File: config.mk
export PLATFORM = sky130hd
export DESIGN_NAME = scrambler_key_gen_flat
export DESIGN_NICKNAME = d
export VERILOG_FILES = /design/src/rtl/scrambler_key_gen_pkg.sv /design/src/rtl/scrambler_key_gen_if.sv /design/src/rtl/scrambler_lfsr32.sv /design/src/rtl/scrambler_key_gen.sv /design/src/flat_wrapper.sv
export SDC_FILE = /design/constraint.sdc
export NUM_CORES = 1
export LEC_CHECK = 0
export ABC_AREA = 0
export BUFFER_PORTS_ARGS = -buffer_cell sky130_fd_sc_hd__buf_2
export CAP_MARGIN = 30
export CORE_AREA = 3 3 105 107
export CTS_CLUSTER_SIZE = 20
export DETAILED_ROUTE_END_ITERATION = 7
export DIE_AREA = 0 0 108 110
export GPL_TIMING_DRIVEN = 0
export PLACE_DENSITY_LB_ADDON = 0.08
export SYNTH_ARGS = -nofsm -noshare
export SYNTH_HDL_FRONTEND = slang
export SYNTH_SLANG_ARGS = --single-unit
File: constraint.sdc
create_clock -name clk -period 4.7 [get_ports clk]
set_clock_uncertainty 0.05 [all_clocks]
set_input_delay 0.235 -clock clk [delete_from_list [all_inputs] [get_ports clk]]
set_output_delay 0.235 -clock clk [all_outputs]
set_load 0.1 [all_outputs]
File: src/rtl/scrambler_key_gen_pkg.sv
// Shared types, constants and the seed fold for the line-key scrambler.
package scrambler_key_gen_pkg;

    typedef enum logic [2:0] {
        ST_INIT,
        ST_LOAD,
        ST_IDLE,
        ST_GEN,
        ST_DONE
    } state_e;

    localparam int          SEED_W    = 256;
    localparam int          KEY_W     = 8;
    localparam int          LFSR_W    = 32;
    localparam logic [31:0] LFSR_POLY = 32'h8020_0003;

    // An all-zero fold would lock the LFSR at zero, so it is replaced by 1.
    function automatic logic [LFSR_W-1:0] fold_seed(input logic [SEED_W-1:0] seed);
        logic [LFSR_W-1:0] acc;
        acc = '0;
        for (int i = 0; i < SEED_W / LFSR_W; i++) begin
            acc = acc ^ seed[i*LFSR_W +: LFSR_W];
        end
        return (acc == '0) ? {{(LFSR_W-1){1'b0}}, 1'b1} : acc;
    endfunction

endpackage

File: src/rtl/scrambler_key_gen_if.sv
// Configuration, line/frame control and key result signals of the scrambler key generator.
interface scrambler_key_gen_if;
    import scrambler_key_gen_pkg::*;

    logic              reset_n_scrambler;
    logic              MODE;
    logic [SEED_W-1:0] seed;
    logic              frame_start;
    logic              line_start;
    logic [KEY_W-1:0]  key;
    logic              key_valid;
    logic              busy;
    logic              overrun;

    modport master (
        output reset_n_scrambler, MODE, seed, frame_start, line_start,
        input  key, key_valid, busy, overrun
    );

    modport slave (
        input  reset_n_scrambler, MODE, seed, frame_start, line_start,
        output key, key_valid, busy, overrun
    );

endinterface

File: src/rtl/scrambler_lfsr32.sv
// 32-bit Galois LFSR that shifts right, with a parallel load and a single-step control.
module scrambler_lfsr32 import scrambler_key_gen_pkg::*; (
    input  logic              clk,
    input  logic              reset_n,
    input  logic              load_i,
    input  logic [LFSR_W-1:0] load_value_i,
    input  logic              step_i,
    output logic              bit_o
);

    logic [LFSR_W-1:0] lfsr_q;
    logic [LFSR_W-1:0] lfsr_d;

    always_comb begin
        lfsr_d = lfsr_q;
        if (load_i) begin
            lfsr_d = load_value_i;
        end else if (step_i) begin
            lfsr_d = (lfsr_q >> 1) ^ (lfsr_q[0] ? LFSR_POLY : '0);
        end
    end

    always_ff @(posedge clk) begin
        if (!reset_n) begin
            lfsr_q <= {{(LFSR_W-1){1'b0}}, 1'b1};
        end else begin
            lfsr_q <= lfsr_d;
        end
    end

    assign bit_o = lfsr_q[0];

endmodule

File: src/rtl/scrambler_key_gen.sv
// Per-line cut-point key generator: 8 LFSR bits per line, folded into 0..KEY_MAX.
module scrambler_key_gen #(
    parameter int unsigned KEY_MAX = 179
) (
    input  logic               clk,
    input  logic               reset_n,
    scrambler_key_gen_if.slave bus
);
    import scrambler_key_gen_pkg::*;

    localparam logic [KEY_W-1:0] KEY_LIMIT  = KEY_W'(KEY_MAX);
    localparam logic [KEY_W-1:0] KEY_OFFSET = KEY_W'(KEY_MAX + 1);

    state_e            state_q;
    logic [KEY_W-1:0]  raw_q;
    logic [KEY_W-1:0]  key_q;
    logic [2:0]        bit_cnt_q;
    logic              key_valid_q;
    logic              busy_q;
    logic              overrun_q;

    logic              lfsr_load;
    logic              lfsr_step;
    logic              lfsr_bit;
    logic [LFSR_W-1:0] seed_fold;
    logic              line_dropped;

    function automatic logic [KEY_W-1:0] map_key(input logic [KEY_W-1:0] raw,
                                                 input logic scramble);
        if (!scramble) return '0;
        if (raw > KEY_LIMIT) return raw - KEY_OFFSET;
        return raw;
    endfunction

    assign seed_fold = fold_seed(bus.seed);
    assign lfsr_load = (state_q == ST_LOAD);
    // The LFSR only advances on GEN cycles that are not being aborted.
    assign lfsr_step = (state_q == ST_GEN) && bus.reset_n_scrambler && !bus.frame_start;

    assign line_dropped = bus.line_start &&
                          ((state_q == ST_LOAD) || (state_q == ST_GEN) || (state_q == ST_DONE) ||
                           ((state_q == ST_IDLE) && bus.frame_start));

    scrambler_lfsr32 u_lfsr (
        .clk          (clk),
        .reset_n      (reset_n),
        .load_i       (lfsr_load),
        .load_value_i (seed_fold),
        .step_i       (lfsr_step),
        .bit_o        (lfsr_bit)
    );

    always_ff @(posedge clk) begin
        if (!reset_n) begin
            state_q     <= ST_INIT;
            raw_q       <= '0;
            bit_cnt_q   <= '0;
            key_q       <= '0;
            key_valid_q <= 1'b0;
            busy_q      <= 1'b0;
            overrun_q   <= 1'b0;
        end else begin
            key_valid_q <= 1'b0;
            overrun_q   <= line_dropped;
            if (!bus.reset_n_scrambler) begin
                state_q <= ST_INIT;
                busy_q  <= 1'b0;
            end else begin
                unique case (state_q)
                    ST_INIT: begin
                        state_q <= ST_LOAD;
                        busy_q  <= 1'b1;
                    end
                    ST_LOAD: begin
                        state_q <= ST_IDLE;
                        busy_q  <= 1'b0;
                    end
                    ST_IDLE: begin
                        if (bus.frame_start) begin
                            state_q <= ST_LOAD;
                            busy_q  <= 1'b1;
                        end else if (bus.line_start) begin
                            state_q   <= ST_GEN;
                            bit_cnt_q <= '0;
                            busy_q    <= 1'b1;
                        end
                    end
                    ST_GEN: begin
                        if (bus.frame_start) begin
                            state_q <= ST_LOAD;
                        end else begin
                            raw_q     <= {raw_q[KEY_W-2:0], lfsr_bit};
                            bit_cnt_q <= bit_cnt_q + 3'd1;
                            if (bit_cnt_q == 3'd7) begin
                                state_q <= ST_DONE;
                                busy_q  <= 1'b0;
                            end
                        end
                    end
                    ST_DONE: begin
                        if (bus.frame_start) begin
                            state_q <= ST_LOAD;
                            busy_q  <= 1'b1;
                        end else begin
                            key_q       <= map_key(raw_q, bus.MODE);
                            key_valid_q <= 1'b1;
                            state_q     <= ST_IDLE;
                        end
                    end
                    default: begin
                        state_q <= ST_INIT;
                        busy_q  <= 1'b0;
                    end
                endcase
            end
        end
    end

    assign bus.key       = key_q;
    assign bus.key_valid = key_valid_q;
    assign bus.busy      = busy_q;
    assign bus.overrun   = overrun_q;

endmodule

File: src/flat_wrapper.sv
// flat-port wrapper written by rule: the top's interface ports become plain ports
module scrambler_key_gen_flat import scrambler_key_gen_pkg::*;
#(
    parameter int unsigned KEY_MAX = 179
)
  (clk, reset_n, bus_reset_n_scrambler, bus_MODE, bus_seed, bus_frame_start, bus_line_start, bus_key, bus_key_valid, bus_busy, bus_overrun);
  scrambler_key_gen_if bus_i ();
  input  logic clk;
  input  logic reset_n;
  input wire logic [$bits(bus_i.reset_n_scrambler)-1:0] bus_reset_n_scrambler;
  input wire logic [$bits(bus_i.MODE)-1:0] bus_MODE;
  input wire logic [$bits(bus_i.seed)-1:0] bus_seed;
  input wire logic [$bits(bus_i.frame_start)-1:0] bus_frame_start;
  input wire logic [$bits(bus_i.line_start)-1:0] bus_line_start;
  output wire logic [$bits(bus_i.key)-1:0] bus_key;
  output wire logic [$bits(bus_i.key_valid)-1:0] bus_key_valid;
  output wire logic [$bits(bus_i.busy)-1:0] bus_busy;
  output wire logic [$bits(bus_i.overrun)-1:0] bus_overrun;
  assign bus_i.reset_n_scrambler = bus_reset_n_scrambler;
  assign bus_i.MODE = bus_MODE;
  assign bus_i.seed = bus_seed;
  assign bus_i.frame_start = bus_frame_start;
  assign bus_i.line_start = bus_line_start;
  assign bus_key = bus_i.key;
  assign bus_key_valid = bus_i.key_valid;
  assign bus_busy = bus_i.busy;
  assign bus_overrun = bus_i.overrun;
  scrambler_key_gen #(.KEY_MAX(KEY_MAX)) u_core (.clk(clk), .reset_n(reset_n), .bus(bus_i));
endmodule
Yosys cells after proc, flatten, opt, wreduce, memory -nomap -nowiden
Index checks and enable logic that the tools add are counted.
{"block": "totals", "reg_bits": 57, "in_bits": 262, "out_inout_bits": 11}
{"block": "op_classes", "n_addsub": 2, "magnitude_cmp": 1, "n_eq_ne": 12, "muxes": 36, "bitwise": 9, "n_reduce_logical": 19}
{"cell": "$xor A32 B32 Y32", "count": 7}
{"cell": "$mux W32", "count": 4}
{"cell": "$logic_not A32 Y1", "count": 1}
{"cell": "$mux W8", "count": 4}
{"cell": "$xor A31 B32 Y32", "count": 1}
{"cell": "$mux W3", "count": 7}
{"cell": "$mux W1", "count": 17}
{"cell": "$pmux W3 S5", "count": 1}
{"cell": "$ne A2 B2 Y1 const B", "count": 5}
{"cell": "$reduce_and A3 Y1", "count": 3}
{"cell": "$gt A8 B8 Y1 const B", "count": 1}
{"cell": "$sub A8 B8 Y8 const B", "count": 1}
{"cell": "$eq A3 B2 Y1 const B", "count": 2}
{"cell": "$eq A3 B3 Y1 const B", "count": 2}
{"cell": "$ne A3 B3 Y1 const B", "count": 2}
{"cell": "$pmux W3 S2", "count": 1}
{"cell": "$reduce_and A5 Y1", "count": 1}
{"cell": "$logic_and A1 B1 Y1", "count": 4}
{"cell": "$pmux W1 S4", "count": 1}
{"cell": "$reduce_and A2 Y1", "count": 2}
{"cell": "$reduce_and A4 Y1", "count": 1}
{"cell": "$reduce_bool A2 Y1", "count": 2}
{"cell": "$add A3 B1 Y3 const B", "count": 1}
{"cell": "$eq A3 B1 Y1 const B", "count": 1}
{"cell": "other kinds (5)", "count": 7}

Logic depth before layout (Yosys ltp)
Gate-level depths: netlist of run 1.
{"block": "logic_depth", "word_depth": 12, "depth_mapped": 9, "depth_no_buf": 9}

Modules after synthesis
Synthesis of run 1 repeated with hierarchy kept, for this count alone.
{"block": "hier_totals", "hier_cells": 544, "area_unflattened_um2": 4790.8}
{"mod": "scrambler_key_gen", "n_inst": 1, "cells_per_inst": 368, "area_each_um2": 3214.3}
{"mod": "scrambler_lfsr32", "n_inst": 1, "cells_per_inst": 176, "area_each_um2": 1576.5}

Worst setup path after synthesis of run 1
OpenSTA, ideal clock, no wires.
{"block": "synth_path", "path_type": "in2reg", "start": "input port bus_seed[194]", "end": "register u_core.u_lfsr.lfsr_q[0]", "setup_time_ps": 61, "arrival_ps": 1988, "t_required_ps": 4589, "slack_ps": 2601, "cell_stages": 7, "path_buffers": 0, "path_cell_list": "xor2_1 xnor2_1 xnor2_1 or4_1 or4b_1 o31ai_1 o31a_1"}
{"block": "synth_via", "elab_chain_cells": 5}
{"element": "start: declaration", "line": "flat_wrapper.sv:12", "source": "input wire logic [$bits(bus_i.seed)-1:0] bus_seed;"}
{"element": "$xor A32 B32 Y32 (2 in a row)", "line": "scrambler_key_gen_pkg.sv:22", "source": "acc = acc ^ seed[i*LFSR_W +: LFSR_W];"}
{"element": "$logic_not A32 Y1", "line": "scrambler_key_gen_pkg.sv:24", "source": "return (acc == '0) ? {{(LFSR_W-1){1'b0}}, 1'b1} : acc;"}
{"element": "$mux W32", "line": "scrambler_key_gen_pkg.sv:24"}
{"element": "$mux W32", "line": "scrambler_lfsr32.sv:16", "source": "if (load_i) begin"}
{"element": "end signal: assignment", "line": "scrambler_lfsr32.sv:25", "source": "lfsr_q <= {{(LFSR_W-1){1'b0}}, 1'b1};"}
{"element": "end signal: assignment", "line": "scrambler_lfsr32.sv:27", "source": "lfsr_q <= lfsr_d;"}
{"element": "end: declaration", "line": "scrambler_lfsr32.sv:11", "source": "logic [LFSR_W-1:0] lfsr_q;"}
No other way between the ends.
A chain may end at the register's enable or synchronous reset.

Final worst setup path of run 1
{"block": "layout_path", "start": "register u_core.state_q[2]", "end": "register u_core.u_lfsr.lfsr_q[9]"}
{"block": "layout_via", "elab_chain_cells": 4}
{"element": "start: declaration", "line": "scrambler_key_gen.sv:14", "source": "state_e state_q;"}
{"element": "start signal: assignment", "line": "scrambler_key_gen.sv:55", "source": "state_q <= ST_INIT;"}
{"element": "start signal: assignment", "line": "scrambler_key_gen.sv:66", "source": "state_q <= ST_INIT;"}
{"element": "start signal: assignment", "line": "scrambler_key_gen.sv:71", "source": "state_q <= ST_LOAD;"}
{"element": "$eq A3 B2 Y1", "line": "scrambler_key_gen.sv:38", "source": "assign lfsr_step = (state_q == ST_GEN) && bus.reset_n_scrambler && !bus.frame_start;"}
{"element": "$logic_and A1 B1 Y1 (2 in a row)", "line": "scrambler_key_gen.sv:38"}
{"element": "$reduce_bool A2 Y1 (no source line)"}
Several ways; a longest one is shown, not always the timed one.

==> results of run 1 <==
==> worst register-to-register path: stages, from the launching register on <==
cell,delay [ps]
sky130_fd_sc_hd__dfxtp_1,300
sky130_fd_sc_hd__clkbuf_1,200
sky130_fd_sc_hd__nor2b_1,400
sky130_fd_sc_hd__o211ai_1,240
sky130_fd_sc_hd__nor2_1,240
sky130_fd_sc_hd__clkbuf_1,370
sky130_fd_sc_hd__buf_2,300
sky130_fd_sc_hd__nand2_1,90
sky130_fd_sc_hd__a311oi_1,270
==> through the flow <==
| stage | power (W) | cells | hold WS [ps] | utilization |
|---|---|---|---|---|
| 3_3_place_gp | 0.00115 | 967 | 388 | 0.594 |
| 5_1_grt | 0.00173 | 984 | 140 | 0.615 |
| 2_1_floorplan | 0.000962 | 560 | 301 | - |
| 4_1_cts | 0.00164 | 984 | 124 | 0.615 |
| 3_5_place_dp | 0.00116 | 968 | 396 | 0.595 |
| 6_report | 0.00163 | 984 | 145 | 0.615 |
==> power by group <==
group / total (W) / internal (W) / switching [W]
Sequential: 0.000526 / 0.000510 / 0.0000157
Combinational: 0.000623 / 0.000331 / 0.000292
Clock: 0.000476 / 0.000288 / 0.000188
Total: 0.00163 / 0.00113 / 0.000496
==> logic make-up after synthesis <==
group | after synthesis | synth area share
AND/OR/NAND/NOR | 172 | 0.167
adder cells (fa/ha/maj) | 3 | 0.00825
multiplexers | 1 | 0.00220
XOR/XNOR | 230 | 0.444
buffers and inverters | 27 | 0.0226
AO/OA/AOI/OAI | 70 | 0.104
flip-flops | 57 | 0.251
==> layer usage <==
metal  up-vias  share of wire
met5         -              0
met4         0          0.012
met3        13          0.056
met2       141           0.57
met1      2134           0.36
li1       2414              -
==> cell type report <==
class / count / area [µm²]
clock buffer: 14 / 173
multi-input combinational: 476 / 3310
clock inverter: 2 / 35.0
sequential: 57 / 1140
fill: 943 / 3940
timing repair buffer: 272 / 1360
inverter: 3 / 11.3
tap: 136 / 170
buffer: 24 / 91.3
==> state kept, by name, summed over array words and instances (netlist names) <==
signal / cells
u_core.bus.busy: 1
u_core.state_q: 3
u_core.bus.key_valid: 1
u_core.u_lfsr.lfsr_q: 32
u_core.bus.key: 8
u_core.bit_cnt_q: 3
u_core.bus.overrun: 1
u_core.raw_q: 8
==> synth_stat cells (2+ instances only) <==
library cell / instances
sky130_fd_sc_hd__nand4_1: 5
sky130_fd_sc_hd__o31ai_1: 2
sky130_fd_sc_hd__dfxtp_1: 57
sky130_fd_sc_hd__nor4_1: 4
sky130_fd_sc_hd__nor2_1: 36
sky130_fd_sc_hd__or4_1: 2
sky130_fd_sc_hd__o21ai_0: 6
sky130_fd_sc_hd__a211oi_1: 7
sky130_fd_sc_hd__nand3_1: 7
sky130_fd_sc_hd__xor2_1: 24
sky130_fd_sc_hd__o21ai_1: 3
sky130_fd_sc_hd__nor2b_1: 2
sky130_fd_sc_hd__nand2_1: 96
sky130_fd_sc_hd__a21oi_1: 24
sky130_fd_sc_hd__a2111oi_0: 2
sky130_fd_sc_hd__nand2b_1: 2
sky130_fd_sc_hd__and3_1: 9
sky130_fd_sc_hd__nor3_1: 2
sky130_fd_sc_hd__inv_1: 2
sky130_fd_sc_hd__ha_1: 3
sky130_fd_sc_hd__o211ai_1: 2
sky130_fd_sc_hd__a311oi_1: 21
sky130_fd_sc_hd__xnor2_1: 205
sky130_fd_sc_hd__nor3b_1: 2
sky130_fd_sc_hd__clkbuf_1: 23
==> how the worst max path moves through the flow <==
stage                                         startpoint                               endpoint  cells after the start
after floorplan                            bus_seed[194]   u_core.u_lfsr.lfsr_q[0]$_SDFFE_PN1P_                      7
after global placement    u_core.state_q[2]$_SDFFE_PN0P_  u_core.u_lfsr.lfsr_q[11]$_SDFFE_PN0P_                      8
after detailed placement  u_core.state_q[2]$_SDFFE_PN0P_   u_core.u_lfsr.lfsr_q[9]$_SDFFE_PN0P_                      8
after CTS                 u_core.state_q[2]$_SDFFE_PN0P_   u_core.u_lfsr.lfsr_q[9]$_SDFFE_PN0P_                      8
after global routing      u_core.state_q[2]$_SDFFE_PN0P_  u_core.u_lfsr.lfsr_q[15]$_SDFFE_PN0P_                      8
final                     u_core.state_q[2]$_SDFFE_PN0P_   u_core.u_lfsr.lfsr_q[9]$_SDFFE_PN0P_                      8
==> summary.md, run 1 <==
| Metric | Value |
|---|---|
| Beginning of the worst hold path | reset_n |
| Hold-fix buffer count after cts | 0 |
| Result of the run | finished, final reports clean |
| Total number of H-tree levels | 3 |
| Synthesized netlist net count | 825 |
| Root buf cell | sky130_fd_sc_hd__clkbuf_8 |
| DR vias/cell | ~4.8 |
| # diodes | 0 |
| Ratio of final minimum period to clock period | 0.542 |
| Yosys Warn Count | 0 |
| Count of standard-cell rows | 37 |
| Cell area after technology mapping | around 4500 µm² |
| Clock transition at the registers of the reported paths | 70 ps |
| Number of cells traversed by the worst hold path | 3 |
| Upper clock frequency limit | 0.392 GHz |
| Post-route cell area | 6290 µm² |
| Critical path, cell by cell | clkbuf_1 > nor2b_1 > o211ai_1 > nor2_1 > clkbuf_1 > buf_2 > nand2_1 > a311oi_1 |
| Slew at the pin closest to its max-slew limit | between 600 and 700 ps |
| Startpoint Class | flop |
| Hold worst-path end | u_core.u_lfsr.lfsr_q[31]$_SDFFE_PN0P_ |
| Power density cells | 258 nW/µm² |
| M2 GR Usage | 0.404 |
| Via count | 4702 |
| Most common flop cell mapped by yosys | sky130_fd_sc_hd__dfxtp_1 |
| Library cells used by synthesis | 37 |
| Endpoint class of the critical path | flop |
| Floorplan die width | roughly 110 µm |
| Sum of routed wire length over all layers | between 10000 and 15000 µm |
| Register bit count reported by yosys | 57 |
| DP Wirelength | between 10000 and 15000 µm |
| Top Ports | approximately 270 |
| Worst max-slew margin expressed relative to the limit | 0.543 |
| Setup slack of the critical path after layout | about 2200 ps |
| Clock Latency Late Sink | between 300 and 400 ps |
| Clock tree from TritonCTS | yes |
| Cell type of the slowest stage on the worst timing path | sky130_fd_sc_hd__nor2b_1 |
| Top cells by area, synth | sky130_fd_sc_hd__xnor2_1 39%, sky130_fd_sc_hd__dfxtp_1 25%, sky130_fd_sc_hd__nand2_1 7.9% |
| Clock buffer depth | 2 |
| Routed length per instance | about 13 µm |
| Setup TNS | 0 ps |
| Number of buffers added on ports | between 200 and 300 |
| Unrepaired setup endpoints after global routing | no |
| Number of gates resized after cts | 0 |
| Buffer and inverter count on the worst path | 3 |
| Final number of max-transition violations | 0 |
| Top cell family by delay on the critical path | buffers and inverters |
| Global-route layer with the greatest usage | met2 |
| Count of mapped cells out of synthesis | 560 |
| Destination of the worst register-to-register timing path | u_core.u_lfsr.lfsr_q[9]$_SDFFE_PN0P_ |
| Vias in the first global route | approximately 4600 |
| Cell Area, Placed | around 6100 µm² |
| Share of synthesized area occupied by flip-flops and latches | 0.251 |
| Pin count of the biggest net entering global routing | 11 |
| Critical path data required time | a little under 5000 ps |
| Die outline area | about 12000 µm² |
| Type of the worst min-delay path | in -> reg |
| Hold Vio Cnt, Final | 0 |
| Setup slack of the worst register-to-register path | ~2200 ps |
| Initial core utilization | 0.445 |
| Library cell appearing most often on the critical path | sky130_fd_sc_hd__clkbuf_1 |
| Met3 Usage GRT | 0.0425 |
| Number of iterations in the first detailed-routing pass | 4 |
| Final-report setup violation count | 0 |
| Maximum fanout along the worst path | 10 |
| All-Layer GR Usage | 0.200 |
| R2r startpoint | u_core.state_q[2]$_SDFFE_PN0P_ |
| WS Path Type | reg -> reg |
| Core box area | about 10000 µm² |
| Maximum vdd drop | 0.136 mV |
| Post-synth ARST share | 0 |
| Arrival time of the worst setup path | about 2700 ps |
| Layout cells sized above 1 | 0.341 |
| Critical Path Max Stage Delay | around 400 ps |
| Net count of the finished layout | 1108 |
| Y dimension of the die | 110 µm |
| Average cell area after synthesis | roughly 8.1 µm² |
| Remaining antenna violation count after routing | 0 |
| Static leakage | between 2 and 3 nW |
| Total of max-cap violations | 0 |
| Most common library cell in the layout ignoring fill and taps | sky130_fd_sc_hd__buf_2 |
| DRT iter0 DRCs | roughly 200 |
| Final weighted congestion in routability-driven placement | about 0.8 |
| Number of antenna violations at the first check in global routing | 0 |
| Cts bufs inserted | 9 |
| Detailed-route DRC error count | 0 |
| Area added between synthesis and finish | 38.3% |
| Leading cell types in the layout, fill and taps excluded | 272 x sky130_fd_sc_hd__buf_2, 205 x sky130_fd_sc_hd__xnor2_1, 96 x sky130_fd_sc_hd__nand2_1, 57 x sky130_fd_sc_hd__dfxtp_1, 36 x sky130_fd_sc_hd__nor2_1 |
| First-pass GRT wire length | roughly 19000 µm |
| Post-place setup slack | roughly 2200 ps |
| Time the worst path needs with I/O delays and setup | 2550 ps |
| Overflow after GRT | 0 |
| Post-synth top area cell | sky130_fd_sc_hd__xnor2_1 |
| Count of flip-flops with a built-in enable after synthesis | 0 |
| Path depth of the worst reg2reg path | 8 |
| Routing usage on met1 | 0.211 |
| Post-CTS Repair Setup Buffers | 0 |
| Post-synth top area share | 0.395 |
| Clock sink count | between 50 and 60 |
Note: power is estimated with default switching activity, not from simulation.
==> run 2, diff against run 1 <==
--- a/config.mk
+++ b/config.mk
@@ -5,13 +5,13 @@
 export SDC_FILE = /design/constraint.sdc
 export NUM_CORES = 1
 export LEC_CHECK = 0
-export ABC_AREA = 0
+export ABC_AREA = 1
 export BUFFER_PORTS_ARGS = -buffer_cell sky130_fd_sc_hd__buf_2
 export CAP_MARGIN = 30
-export CORE_AREA = 3 3 105 107
+export CORE_MARGIN = 3
+export CORE_UTILIZATION = 49
 export CTS_CLUSTER_SIZE = 20
 export DETAILED_ROUTE_END_ITERATION = 7
-export DIE_AREA = 0 0 108 110
 export GPL_TIMING_DRIVEN = 0
 export PLACE_DENSITY_LB_ADDON = 0.08
 export SYNTH_ARGS = -nofsm -noshare
==> constraint.sdc (replaced) <==
create_clock -name clk -period 2.5 [get_ports clk]
set_clock_uncertainty 0.05 [all_clocks]
set_input_delay 0.125 -clock clk [delete_from_list [all_inputs] [get_ports clk]]
set_output_delay 0.125 -clock clk [all_outputs]
set_load 0.1 [all_outputs]
==> run 2 against run 1 <==
  * Fmax is 37% higher
  * Final cell count is 62% higher
  * Non-clock buffer count is 5 lower
  * Critical path depth is 1 lower
  * Via count is 58% higher
  * Sequential power is 84% higher
  * Clock-buffer cell count is 3 lower
  * Synthesized area is 34% higher
  * Hold slack worse by 140 ps
  * Sequential share of layout area is 3.9 points lower
==> summary.md, run 2 <==
| Metric | Value |
|---|---|
| Result of the run | finished, final reports clean |
| Hold-fix buffer count after cts | 0 (unchanged) |
| Time the worst path needs with I/O delays and setup | 1870 ps (-682 ps) |
| Net count of the finished layout | 1687 (+52%) |
| Clock tree from TritonCTS | yes |
| Library cells used by synthesis | 32 (-14%) |
| Pin count of the biggest net entering global routing | 11 (unchanged) |
| Clock transition at the registers of the reported paths | 50 ps (-20 ps) |
| Final number of max-transition violations | 0 (unchanged) |
| Hold Vio Cnt, Final | 0 (unchanged) |
| Synthesized-area fraction occupied by xor and xnor cells | 0.0531 (-0.391) |
| Maximum vdd drop | 0.480 mV (+250%) |
| Y dimension of the die | 118 µm (+6.9%) |
| Count of flip-flops with a built-in enable after synthesis | 0 (unchanged) |
| Cell type of the slowest stage on the worst timing path | sky130_fd_sc_hd__clkbuf_1 |
| Top cell family by delay on the critical path | buffers and inverters |
| Synth top cells by count | 492 x sky130_fd_sc_hd__nand2_1, 184 x sky130_fd_sc_hd__inv_1, 95 x sky130_fd_sc_hd__nand3_1, 75 x sky130_fd_sc_hd__nand3b_1, 57 x sky130_fd_sc_hd__dfxtp_1 |
| Startpoint Class | flop |
| Power density cells | 420 nW/µm² (+63%) |
| First-pass GRT wire length | 26500 µm (+37%) |
| Library cell appearing most often on the critical path | sky130_fd_sc_hd__nor2_2 |
| Most common flop cell mapped by yosys | sky130_fd_sc_hd__dfxtp_1 |
| Register bit count reported by yosys | 57 (unchanged) |
| Static leakage | 4.96 nW (+95%) |
| Post-route cell area | 8000 µm² (+27%) |
| Upper clock frequency limit | 0.536 GHz (+37%) |
| Maximum fanout along the worst path | 10 (unchanged) |
| Cts bufs inserted | 9 (unchanged) |
| Leading cell types in the layout, fill and taps excluded | 492 x sky130_fd_sc_hd__nand2_1, 276 x sky130_fd_sc_hd__buf_2, 184 x sky130_fd_sc_hd__inv_1, 95 x sky130_fd_sc_hd__nand3_1, 75 x sky130_fd_sc_hd__nand3b_1 |
| Endpoint class of the critical path | flop |
| Critical path, cell by cell | inv_1 > nor2_2 > inv_2 > nor2_2 > clkbuf_1 > nand3_1 > a21oi_1 |
| Number of gates resized after cts | 0 (unchanged) |
| Final weighted congestion in routability-driven placement | 0.822 (+2.9%) |
| Dominant combinational cell family by area after synthesis | simple AND/OR/NAND/NOR gates |
| Floorplan die width | 118 µm (+8.9%) |
| Unrepaired setup endpoints after global routing | no |
| Post-synth top area share | 0.303 (-0.0920) |
| Setup TNS | 0 ps (unchanged) |
| Number of antenna violations at the first check in global routing | 0 (unchanged) |
| DP Wirelength | 13300 µm (+22%) |
| Layout cells sized above 1 | 0.217 (-0.124) |
| Via count | 7452 (+58%) |
| Count of mapped cells out of synthesis | 1139 (+100%) |
| Critical path data required time | 2710 ps (-2170 ps) |
| Synthesized netlist net count | 1404 (+70%) |
| DR vias/cell | 4.67 (-2.2%) |
| Root buf cell | sky130_fd_sc_hd__clkbuf_16 |
| Multiplexer share of the synthesized area | 0 (-0.00220) |
| Remaining antenna violation count after routing | 0 (unchanged) |
| Most common library cell in the layout ignoring fill and taps | sky130_fd_sc_hd__nand2_1 |
| Average cell area after synthesis | 5.36 µm² (-34%) |
| Number of buffers added on ports | 272 (+0.37%) |
| Ratio of final minimum period to clock period | 0.746 (+0.204) |
| Final-report setup violation count | 0 (unchanged) |
| Post-CTS Repair Setup Buffers | 0 (unchanged) |
| Most frequent cell after synthesis | sky130_fd_sc_hd__nand2_1 |
| Type of the worst min-delay path | in -> reg |
| Post-Synth Adder-Cell Area | 0.00615 (-0.00210) |
| Buffer and inverter count on the worst path | 3 (unchanged) |
| Clock buffer depth | 2 (unchanged) |
| Initial core utilization | 0.504 (+0.0592) |
| Total number of H-tree levels | 3 (unchanged) |
| Top cells by area, synth | sky130_fd_sc_hd__nand2_1 30%, sky130_fd_sc_hd__dfxtp_1 19%, sky130_fd_sc_hd__inv_1 11% |
| All-Layer GR Usage | 0.219 (+0.0183) |
| Power after layout | 0.00336 W (+110%) |
| Compound-Gate Fraction of Synth Area | 0.109 (+0.00505) |
| Share of synthesized area occupied by flip-flops and latches | 0.187 (-0.0638) |
| Clock sink count | 57 (unchanged) |
| Worst max-slew margin expressed relative to the limit | 0.589 (+0.0464) |
| Detailed-route DRC error count | 0 (unchanged) |
| Count of standard-cell rows | 40 (+8.1%) |
| Flip-flop count of the largest register after layout | 32 (unchanged) |
| Post-synth ARST share | 0 (unchanged) |
| Top Ports | 273 (unchanged) |
| Critical Path Max Stage Delay | 520 ps (+120 ps) |
| Overflow after GRT | 0 (unchanged) |
| Routed length per instance | 9.74 µm (-24%) |
| Setup slack of the critical path after layout | 634 ps (-1520 ps) |
| Reg with most FFs | u_core.u_lfsr.lfsr_q |
| Core box area | 12100 µm² (+18%) |
| Sum of routed wire length over all layers | 15500 µm (+24%) |
| Yosys Warn Count | 0 (unchanged) |
| Post-synthesis share of cell area spent on and, or, nand and nor gates | 0.511 (+0.344) |
| Post-synth top area cell | sky130_fd_sc_hd__nand2_1 |
| DRT iter0 DRCs | 211 (+2.4%) |
| Total of max-cap violations | 0 (unchanged) |
| Area added between synthesis and finish | 31.0% |
| Cell area after technology mapping | 6100 µm² (+34%) |
| Number of iterations in the first detailed-routing pass | 5 (+1) |
| Hold slack | 8.71 ps (-136 ps) |
| Post-place setup slack | 604 ps (-1610 ps) |
| # diodes | 0 (unchanged) |
| Slew at the pin closest to its max-slew limit | 616 ps (-68.2 ps) |
| Cell Area, Placed | 7670 µm² (+26%) |
| Arrival time of the worst setup path | 2080 ps (-650 ps) |
| WS Path Type | reg -> reg |
| Clock Latency Late Sink | 330 ps (about the same) |
| Die outline area | 13800 µm² (+16%) |
| Vias in the first global route | 6800 (+48%) |
## run 2: cell types whose count changed in the layout (fill, tap and decap cells not counted), sizes merged, moves of 9 or more
cell,delta
nand3b,+75
and3,-9
clkbuf,-15
nand3,+88
inv,+185
a21oi,+26
nand2,+396
xnor2,-196
o21ai,+58
a311oi,-20
## run 2: worst reg2reg max path, stage by stage, from the launching register on
cell                       delay (ps)
sky130_fd_sc_hd__dfxtp_1          340
sky130_fd_sc_hd__inv_1             50
sky130_fd_sc_hd__nor2_2           130
sky130_fd_sc_hd__inv_2             90
sky130_fd_sc_hd__nor2_2           260
sky130_fd_sc_hd__clkbuf_1         520
sky130_fd_sc_hd__nand3_1          210
sky130_fd_sc_hd__a21oi_1          150
## run 2: report_power, final
group | leakage (nW) | total, W | switching [W] | internal [W]
combinational | 4.33 | 0.00108 | 0.000608 | 0.000470
clock | 0.159 | 0.00131 | 0.000413 | 0.000896
sequential | 0.465 | 0.000970 | 0.0000191 | 0.000951
## run 2: final timing paths
kind / startpoint / endpoint / slack (ps) / depth (start not counted)
setup / recovery: u_core.state_q[0]$_SDFFE_PN0P_ / u_core.u_lfsr.lfsr_q[15]$_SDFFE_PN0P_ / 630 / 7
hold / removal: bus_line_start / u_core.bus.overrun$_SDFF_PN0_ / 9 / 3
setup reg to reg: u_core.state_q[0]$_SDFFE_PN0P_ / u_core.u_lfsr.lfsr_q[15]$_SDFFE_PN0P_ / 630 / 7
hold reg to reg: u_core.bus.key[5]$_SDFFE_PN0P_ / u_core.bus.key[5]$_SDFFE_PN0P_ / 410 / 2
## run 2: through the flow
stage,std cells,util
2_1_floorplan,1139,-
3_3_place_gp,1579,0.634
3_5_place_dp,1579,0.634
4_1_cts,1595,0.660
5_1_grt,1595,0.660
6_report,1595,0.660
## run 2: cell families after synthesis
kind of cell | Yosys count
DFF | 57
and+or+nand+nor | 705
xor gates and xnor gates | 37
adders and majority gates | 3
buffers and inverters | 209
AOI/OAI and AO/OA | 128
## run 2: area by class of cell
type                    count  area, µm²
multi-input cells         873       4150
clock buffers              11        243
plain buffers              19       98.8
fillers                  1204       4120
repair buffers            272       1360
well taps                 168        210
clock inverters             5       78.8
flip-flops and latches     57       1140
inverters                 190        714
## run 2: metal layers
metal,track usage,wire length (µm),share of wire,up-vias
met4,0.0579,160,0.010,0
met1,0.242,6590,0.42,3139
met5,0,0,0,-
met3,0.0360,894,0.058,14
li1,-,-,-,4123
met2,0.428,7890,0.51,176
==> run 3, diff against run 2 <==
--- a/config.mk
+++ b/config.mk
@@ -5,11 +5,11 @@
 export SDC_FILE = /design/constraint.sdc
 export NUM_CORES = 1
 export LEC_CHECK = 0
-export ABC_AREA = 1
+export ABC_AREA = 0
 export BUFFER_PORTS_ARGS = -buffer_cell sky130_fd_sc_hd__buf_2
 export CAP_MARGIN = 30
 export CORE_MARGIN = 3
-export CORE_UTILIZATION = 49
+export CORE_UTILIZATION = 40
 export CTS_CLUSTER_SIZE = 20
 export DETAILED_ROUTE_END_ITERATION = 7
 export GPL_TIMING_DRIVEN = 0
==> constraint.sdc (replaced) <==
create_clock -name clk -period 1.5 [get_ports clk]
set_clock_uncertainty 0.05 [all_clocks]
set_input_delay 0.075 -clock clk [delete_from_list [all_inputs] [get_ports clk]]
set_output_delay 0.075 -clock clk [all_outputs]
set_load 0.1 [all_outputs]
==> run 3 against run 2 <==
  * The flow now finishes with violations (setup timing)
  * Total power increased by 84%
  * Via count decreased by 34%
  * First-iteration DRC count decreased by 19%
  * Sequential power increased by 71%
  * Die area decreased by 8.2%
  * Clock-buffer cell count increased by 1
  * Design area decreased by 6.0%
  * Utilization increased by 2.4 points
  * Critical endpoint is now u_core.u_lfsr.lfsr_q[0]$_SDFFE_PN1P_
  * Largest power group is now combinational cells
==> summary.md, run 3 (same netlist as run 1, synthesis figures left out) <==
| Metric | Value |
|---|---|
| Static leakage | 3.19 nW (-36%) |
| Cell type of the slowest stage on the worst timing path | sky130_fd_sc_hd__or4b_4 |
| Top cell family by delay on the critical path | simple AND/OR/NAND/NOR gates |
| Routed length per instance | 14.0 µm (+44%) |
| Total number of H-tree levels | 3 (unchanged) |
| Y dimension of the die | 113 µm (-4.2%) |
| Setup slack of the worst register-to-register path | -240 ps (-870 ps) |
| Result of the run | finished with violations |
| Reported net switching power | 0.00183 W (+76%) |
| Vias in the first global route | 5152 (-24%) |
| Layout cells sized above 1 | 0.510 (+0.294) |
| Maximum fanout along the worst path | 2 (-8) |
| Pin count of the biggest net entering global routing | 11 (unchanged) |
| Critical path data required time | 1720 ps (-990 ps) |
| Net count of the finished layout | 1151 (-32%) |
| Final-report setup violation count | 40 (+40) |
| Floorplan die width | 113 µm (-4.2%) |
| Reg with most FFs | u_core.u_lfsr.lfsr_q |
| Clock transition at the registers of the reported paths | 50 ps (about the same) |
| Power density cells | 821 nW/µm² (+96%) |
| Root buf cell | sky130_fd_sc_hd__clkbuf_16 |
| Final weighted congestion in routability-driven placement | 0.793 (-3.6%) |
| Flip-flop count of the largest register after layout | 32 (unchanged) |
| # diodes | 0 (unchanged) |
| Initial core utilization | 0.414 (-0.0896) |
| Leading cell types in the layout, fill and taps excluded | 262 x sky130_fd_sc_hd__buf_2, 192 x sky130_fd_sc_hd__xnor2_1, 72 x sky130_fd_sc_hd__nand2_1, 49 x sky130_fd_sc_hd__dfxtp_1, 41 x sky130_fd_sc_hd__buf_4 |
| Cell Area, Placed | 6140 µm² (-20%) |
| Number of buffers added on ports | 271 (-0.37%) |
| Total internal power | 0.00434 W (+87%) |
| Hold Vio Cnt, Final | 0 (unchanged) |
| Violated checks | setup timing |
| Switching Fraction | 0.297 (-0.0127) |
| Count of standard-cell rows | 38 (-5.0%) |
| Via count | 4949 (-34%) |
| Clock Latency Late Sink | 320 ps (about the same) |
| DP Wirelength | 10800 µm (-19%) |
| Sequential fraction of design power | 0.269 (-0.020) |
| All-Layer GR Usage | 0.210 (-0.00857) |
| Critical Path Max Stage Delay | 520 ps (about the same) |
| Buffer and inverter count on the worst path | 1 (-2) |
| Detailed-route DRC error count | 0 (unchanged) |
| Proportion of power drawn by combinational gates | 0.402 (+0.081) |
| Ratio of final minimum period to clock period | 1.19 |
| Setup TNS | -6150 ps (-6150 ps) |
| Top Ports | 273 (unchanged) |
| Proportion of power drawn by the clock network | 0.329 (-0.061) |
| Core box area | 11000 µm² (-9.3%) |
| Type of the worst min-delay path | in -> reg |
| Worst max-slew margin expressed relative to the limit | 0.493 (-0.0962) |
| Remaining antenna violation count after routing | 0 (unchanged) |
| Critical path, cell by cell | buf_2 > xnor2_2 > xnor2_1 > xnor2_1 > or4_4 > or4b_4 > o31ai_4 > o31a_1 |
| Most common library cell in the layout ignoring fill and taps | sky130_fd_sc_hd__buf_2 |
| DRT iter0 DRCs | 170 (-19%) |
| Cts bufs inserted | 9 (unchanged) |
| Die outline area | 12700 µm² (-8.2%) |
| Unrepaired setup endpoints after global routing | yes |
| Arrival time of the worst setup path | 2000 ps (-80 ps) |
| Sum of routed wire length over all layers | 14500 µm (-6.8%) |
| Total of max-cap violations | 0 (unchanged) |
| Library cell appearing most often on the critical path | sky130_fd_sc_hd__xnor2_1 |
| Maximum vdd drop | 0.584 mV (+21%) |
| Post-route cell area | 7520 µm² (-6.0%) |
| Setup slack of the critical path after layout | -283 ps (-917 ps) |
| Power after layout | 0.00618 W (+84%) |
| Area added between synthesis and finish | 65.3% |
| Number of iterations in the first detailed-routing pass | 4 (-1) |
| Clock buffer depth | 2 (unchanged) |
| Core utilization of the finished layout | 0.685 (+0.0244) |
| Clock tree from TritonCTS | yes |
| Upper clock frequency limit | ~0.56 GHz |
| Endpoint class of the critical path | flop |
| Slew at the pin closest to its max-slew limit | 761 ps (+144 ps) |
| Startpoint Class | input port |
| Overflow after GRT | 0 (unchanged) |
| Clock sink count | 57 (unchanged) |
| WS Path Type | in -> reg |
| First-pass GRT wire length | 22300 µm (-16%) |
| Time the worst path needs with I/O delays and setup | between 1500 and 2000 ps |
| Final number of max-transition violations | 0 (unchanged) |
| Number of antenna violations at the first check in global routing | 0 (unchanged) |
| DR vias/cell | 4.80 (+2.8%) |
run 3: cell count changes in the layout (fill, tap and decap cells not counted), moves of 14 or more:
| cell | before | now |
|---|---|---|
| sky130_fd_sc_hd__nand2_1 | 492 | 72 |
| sky130_fd_sc_hd__inv_1 | 184 | 0 |
| sky130_fd_sc_hd__xnor2_1 | 10 | 192 |
| sky130_fd_sc_hd__nand3_1 | 95 | 4 |
| sky130_fd_sc_hd__nand3b_1 | 75 | 0 |
| sky130_fd_sc_hd__o21ai_0 | 52 | 4 |
| sky130_fd_sc_hd__buf_4 | 0 | 41 |
| sky130_fd_sc_hd__a21oi_1 | 50 | 16 |
| sky130_fd_sc_hd__buf_2 | 276 | 262 |
run 3: timing repair:
item	4_1_cts	5_1_grt
gates resized for setup	81	102
endpoints found under the hold margin	1	0
endpoints found under the setup margin	47	52
buffers inserted	37	9
pin swaps	66	42
gates cloned	3	0
hold buffers	1	0
run 3: area by class of cell:
cell class                 instances  area (µm²)
clock inverter                     3        40.0
clock buffer                      12         256
tap                              140         175
sequential                        57        1160
fill                             934        3460
buffer                            21         160
multi-input combinational        476        3900
timing repair buffer             318        1810
inverter                           3        13.8
run 3: worst paths after layout:
kind                                   from  cells past startpoint                              endpoint
min reg2reg  u_core.bus.key[1]$_SDFFE_PN0P_                      2        u_core.bus.key[1]$_SDFFE_PN0P_
max                           bus_seed[151]                      8  u_core.u_lfsr.lfsr_q[0]$_SDFFE_PN1P_
max reg2reg  u_core.state_q[1]$_SDFFE_PN0P_                      6  u_core.u_lfsr.lfsr_q[0]$_SDFFE_PN1P_
min                                bus_MODE                      3        u_core.bus.key[5]$_SDFFE_PN0P_
run 3: metrics by stage:
step	instances	hold WS [ps]	setup WS [ps]
detailed placement	972	328	-765
CTS	1026	5.74	-338
global route	1030	23.8	-351
finish	1030	23.9	-283
global placement	971	331	-773
floorplan	560	141	-385
run 3: metal layers:
metal  up-vias  track usage  routed length (µm)
met5         -            0                   0
met4         0       0.0665                 212
met3        19       0.0296                 672
met2       158        0.415                8400
met1      2267        0.226                5190
li1       2505            -                   -
run 3: power groups by stage:
stage / combinational [W] / sequential [W] / clock [W]
2_1_floorplan: 0.00133 / 0.00168 / 0
3_3_place_gp: 0.00194 / 0.00168 / 0
3_5_place_dp: 0.00197 / 0.00168 / 0
4_1_cts: 0.00236 / 0.00166 / 0.00206
5_1_grt: 0.00270 / 0.00167 / 0.00213
6_report: 0.00248 / 0.00166 / 0.00203
run 3: worst min-delay path: cells and delay by family:
family | cells | cell delay [ps]
AO/OA/AOI/OAI | 1 | 60
buffers and inverters | 1 | 140
AND/OR/NAND/NOR | 1 | 70
